### config.mk
export PLATFORM = sky130hd
export DESIGN_NAME = fifo_rd_ctrl
export DESIGN_NICKNAME = d
export VERILOG_FILES = /design/src/rtl/fifo_pkg.sv /design/src/rtl/fifo_gray2bin.sv /design/src/rtl/fifo_rd_ctrl.sv
export SDC_FILE = /design/constraint.sdc
export NUM_CORES = 1
export LEC_CHECK = 0
export ABC_AREA = 1
export CORE_ASPECT_RATIO = 1.2
export CORE_MARGIN = 2
export CORE_UTILIZATION = 45
export CTS_CLUSTER_DIAMETER = 200
export DETAILED_ROUTE_END_ITERATION = 6
export DONT_BUFFER_PORTS = 1
export GPL_TIMING_DRIVEN = 0
export PLACE_DENSITY = 0.69
export RECOVER_POWER = 50
export REMOVE_ABC_BUFFERS = 1
export SYNTH_ARGS = -nofsm -noshare
export SYNTH_HDL_FRONTEND = slang
export SYNTH_HIERARCHICAL = 1
export SYNTH_SLANG_ARGS = --single-unit
### constraint.sdc
create_clock -name rclk -period 2.7 [get_ports rclk]
set_input_delay 0.405 -clock rclk [delete_from_list [all_inputs] [get_ports rclk]]
set_output_delay 0.405 -clock rclk [all_outputs]
set_load 0.1 [all_outputs]
### src/rtl/fifo_pkg.sv
// Shared FIFO constants and Gray/binary helpers for both clock-domain controllers.
package fifo_pkg;

  localparam int ASIZE_DEF = 4;
  localparam int DSIZE_DEF = 8;
  localparam int PTR_MAX   = 32;

  // Binary to reflected Gray code.
  function automatic logic [PTR_MAX-1:0] bin2gray(input logic [PTR_MAX-1:0] b);
    return b ^ (b >> 1);
  endfunction

  // Gray to binary: each bit is the XOR of itself and all higher Gray bits.
  function automatic logic [PTR_MAX-1:0] gray2bin(input logic [PTR_MAX-1:0] g);
    logic [PTR_MAX-1:0] b;
    b = g;
    for (int s = 1; s < PTR_MAX; s = s * 2) b = b ^ (b >> s);
    return b;
  endfunction

endpackage

### src/rtl/fifo_gray2bin.sv
// Combinational Gray-to-binary converter for a W-bit pointer.
module fifo_gray2bin
  import fifo_pkg::*;
#(
  parameter int W = ASIZE_DEF + 1
) (
  input  logic [W-1:0] gray,
  output logic [W-1:0] bin
);

  assign bin = W'(gray2bin(PTR_MAX'(gray)));

endmodule

### src/rtl/fifo_rd_ctrl.sv
// Read-side controller of the async FIFO: read pointer, empty/level status and
// a first-word-fall-through output register with a valid/ready handshake.
module fifo_rd_ctrl
  import fifo_pkg::*;
#(
  parameter int ASIZE    = ASIZE_DEF,
  parameter int DSIZE    = DSIZE_DEF,
  parameter int AE_LEVEL = 2
) (
  input  logic             rclk,
  input  logic             rrst_n,
  input  logic [ASIZE:0]   s_wptr,
  output logic [ASIZE:0]   rptr,
  output logic [ASIZE-1:0] mem_raddr,
  input  logic [DSIZE-1:0] mem_rdata,
  output logic [DSIZE-1:0] m_data,
  output logic             m_valid,
  input  logic             m_ready,
  output logic             rempty,
  output logic             ralmost_empty,
  output logic [ASIZE:0]   rlevel
);

  localparam int PW = ASIZE + 1;

  logic [ASIZE:0] rbin, rbin_next, rgray_next, wbin, level_next;
  logic           load;

  fifo_gray2bin #(.W(PW)) u_wptr_g2b (
    .gray (s_wptr),
    .bin  (wbin)
  );

  // Pull a word from storage whenever the output register is free or being drained.
  assign load       = ~rempty & (~m_valid | m_ready);
  assign rbin_next  = rbin + PW'(load);
  assign rgray_next = PW'(bin2gray(PTR_MAX'(rbin_next)));
  assign level_next = wbin - rbin_next;
  assign mem_raddr  = rbin[ASIZE-1:0];

  // Read pointer and storage status; compared against the post-pop pointer so
  // status never lags a read by a cycle. A stale s_wptr only under-reports.
  always_ff @(posedge rclk or negedge rrst_n) begin
    if (!rrst_n) begin
      rbin          <= '0;
      rptr          <= '0;
      rempty        <= 1'b1;
      rlevel        <= '0;
      ralmost_empty <= 1'b1;
    end else begin
      rbin          <= rbin_next;
      rptr          <= rgray_next;
      rempty        <= (rgray_next == s_wptr);
      rlevel        <= level_next;
      ralmost_empty <= (level_next <= PW'(AE_LEVEL));
    end
  end

  // Output register: reload on load, clear on a handshake, otherwise hold.
  always_ff @(posedge rclk or negedge rrst_n) begin
    if (!rrst_n) begin
      m_valid <= 1'b0;
      m_data  <= '0;
    end else begin
      if (load) begin
        m_valid <= 1'b1;
        m_data  <= mem_rdata;
      end else if (m_ready) begin
        m_valid <= 1'b0;
      end
    end
  end

endmodule

==> results of run 1 <==
-- Yosys cell counts --
| cell type | number | area share [%] |
|---|---|---|
| nand2_2 | 7 | 3.0 |
| inv_1 | 29 | 7.6 |
| nor2_2 | 2 | 0.87 |
| a21oi_2 | 1 | 0.61 |
| xor2_1 | 1 | 0.61 |
| ha_1 | 6 | 5.2 |
| nor2_1 | 6 | 1.6 |
| nand3_1 | 21 | 7.3 |
| nand3_2 | 2 | 1.4 |
| inv_2 | 3 | 0.78 |
| xnor2_1 | 4 | 2.4 |
| dfstp_2 | 2 | 3.6 |
| and2_1 | 1 | 0.43 |
| o21bai_1 | 1 | 0.52 |
| nand2_1 | 81 | 21 |
| buf_4 | 1 | 0.52 |
| buf_6 | 1 | 0.78 |
| nand4_1 | 4 | 1.7 |
| dfrtp_1 | 23 | 40 |
-- path summary, 6_finish.rpt --
kind                         startpoint       endpoint  cells after the start
max                             rbin[2]  ralmost_empty                     10
min                        mem_rdata[2]      m_data[2]                      2
max reg2reg                     rbin[2]  ralmost_empty                     10
min reg2reg                      rempty        m_valid                      1
max in group asynchronous        rrst_n        m_valid                      1
min in group asynchronous        rrst_n      m_data[2]                      1
-- repair_timing --
action	4_1_cts	5_1_grt
pin swaps	0	1
endpoints found under the hold margin	25	0
resized for setup	3	4
endpoints found under the setup margin	5	2
hold buffers	1	0
buffers inserted	0	1
-- registers in the layout, indices dropped and copies added, names as in the netlist --
signal / count
rempty: 1
rbin: 5
rptr: 4
m_data: 8
m_valid: 1
ralmost_empty: 1
rlevel: 5
-- per-layer routing --
metal,up-vias,part of all wire (%),global-route usage [%]
li1,606,-,-
met1,501,43,18.69
met2,36,49,25.60
met3,2,6.7,3.131
met4,0,1.1,5.488
met5,-,0,0
-- stage by stage --
| step | util, % | worst slack [ns] | hold slack (ns) |
|---|---|---|---|
| floorplan | - | -0.01656 | 0.1094 |
| global placement | 48.03 | -0.2406 | 0.1099 |
| detailed placement | 48.03 | -0.2520 | 0.1100 |
| CTS | 49.75 | 0.04845 | 0.1785 |
| global route | 50.45 | 0.05067 | 0.1793 |
| finish | 50.45 | 0.2582 | 0.1968 |
-- worst reg2reg max path, stage by stage (launching register included) --
cell,delay (ns)
dfrtp_1,1.11
nand3_1,0.21
nand2_1,0.14
nand2_1,0.11
ha_1,0.32
inv_1,0.06
o21bai_1,0.13
inv_1,0.06
nand3_1,0.08
nand2_1,0.08
nor2_2,0.07
-- final cells by class --
class                      instances  area share (%)
sequential                        25           41.40
multi-input combinational        137           45.05
tap                               36           2.922
timing repair buffer               2          0.8929
clock inverter                     1          0.4870
clock buffer                       3           1.461
inverter                          32           7.792
-- cell families after synthesis --
kind of cell             after synthesis  share of synthesized area, %
adder cells (fa/ha/maj)                6                         5.208
AO/OA/AOI/OAI                          2                         1.129
AND/OR/NAND/NOR                      124                         37.41
buffers and inverters                 34                         9.635
flip-flops                            25                         43.58
XOR/XNOR                               5                         3.038
==> flow_summary.json, run 1 <==
{
  "seq_area_frac_synth_pct": 43.58,
  "ant_nets": 0,
  "grt.total_usage_pct": 14.99,
  "cts_tree": "built",
  "vias": 1145,
  "status": "completed",
  "drt-vias-per-instance": 4.852,
  "clkSlewWorstSetupHoldPaths_ns": 0.14,
  "finalHoldViolCount": 0,
  "clockBufferDepth": 2,
  "max_stage_delay_ns": 1.11,
  "crit_top_cell": "nand2_1",
  "stdcell_area_um2": 1541,
  "wl_per_cell_um": 10.45,
  "multi_input_area_um2": 694.4,
  "num_rows": 22,
  "die_area_um2": 3674,
  "boundaryPins": 41,
  "path_cells": "nand3_1, nand2_1, nand2_1, ha_1, inv_1, o21bai_1, inv_1, nand3_1, nand2_1, nor2_2",
  "setup-violations-final": 0,
  "syn_to_final_growth_pct": 6.945,
  "die_w_um": 55.67,
  "finalNonFillerCells": 236,
  "numPlacedInstances": 230,
  "slew_headroom_pct": 25.08,
  "worst-path-buf-inv": 2,
  "maxCapViolations": 0,
  "cp_slowest_cell": "dfrtp_1",
  "diodes": 0,
  "worstSkewPairLatency_ns": 0.32,
  "fmax_mhz": 409.5,
  "worstPathArrival_ns": 2.69,
  "crit_fanout": 10,
  "cts_made_buffers": 3,
  "grt_max_degree": 26,
  "syn_inst": 196,
  "htree_levels": 1,
  "initial_utilization_pct": 47.17,
  "timing.final.crit_share_pct": 90.44,
  "critPathCaptureType": "register",
  "syn_area_um2": 1441,
  "io_buffers": 0,
  "dp_hpwl_mm": 1.952,
  "drt_iter0_markers": 35,
  "post-route-min-period_ns": 2.442,
  "die_h_um": 66.00,
  "synthDistinctLibCells": 19,
  "firstDrtPassIters": 5,
  "cts_sinks": 25,
  "regArea_um2": 638.1,
  "worst_pin_slew_ns": 1.124,
  "final_common_cell": "nand2_1",
  "clock-skew-final_ns": 0.01676,
  "grt_pass1_vias": 1015,
  "drive_above_1_share_pct": 12.00,
  "dpl_cell_area_um2": 1468,
  "gp_congestion": 0.7790,
  "rsz0062_at_grt": "no",
  "yosys_warnings": 6,
  "crit_type": "reg2reg",
  "grt_pass1_wl_mm": 4.381,
  "clk_root_buffer_cell": "clkbuf_4",
  "startpoint_type": "register",
  "num-fill-cells": 307,
  "drc": 0,
  "rrSetupSlack_ns": 0.26,
  "setup_tns_ns": 0,
  "coreArea_um2": 3055,
  "maxSlewViolCount": 0,
  "required_ns": 2.95,
  "routed_wl_mm": 2.466,
  "synth.avg_cell_area_um2": 7.354,
  "layout.nets": 223,
  "ys_seq_elements": 25,
  "hold_class": "in2reg",
  "layout_common_cells": "81 x nand2_1, 29 x inv_1, 21 x nand3_1, 20 x dfrtp_1, 7 x nand2_2",
  "antenna_found_initial": 0,
  "grt_overflow": 0,
  "critical_path.top_delay_family": "flip-flops"
}
Power of run 1 is not shown: default switching activity piles up to over one toggle a cycle in this logic, so the estimate is an artifact.
==> inputs of run 2 (changes only) <==
Settings changed: GPL_ROUTABILITY_DRIVEN from default to 0.
==> results of run 2 <==
No change in the layout: final DEF, timing and power equal those of run 1.
Power of run 2 is left out for the same reason.
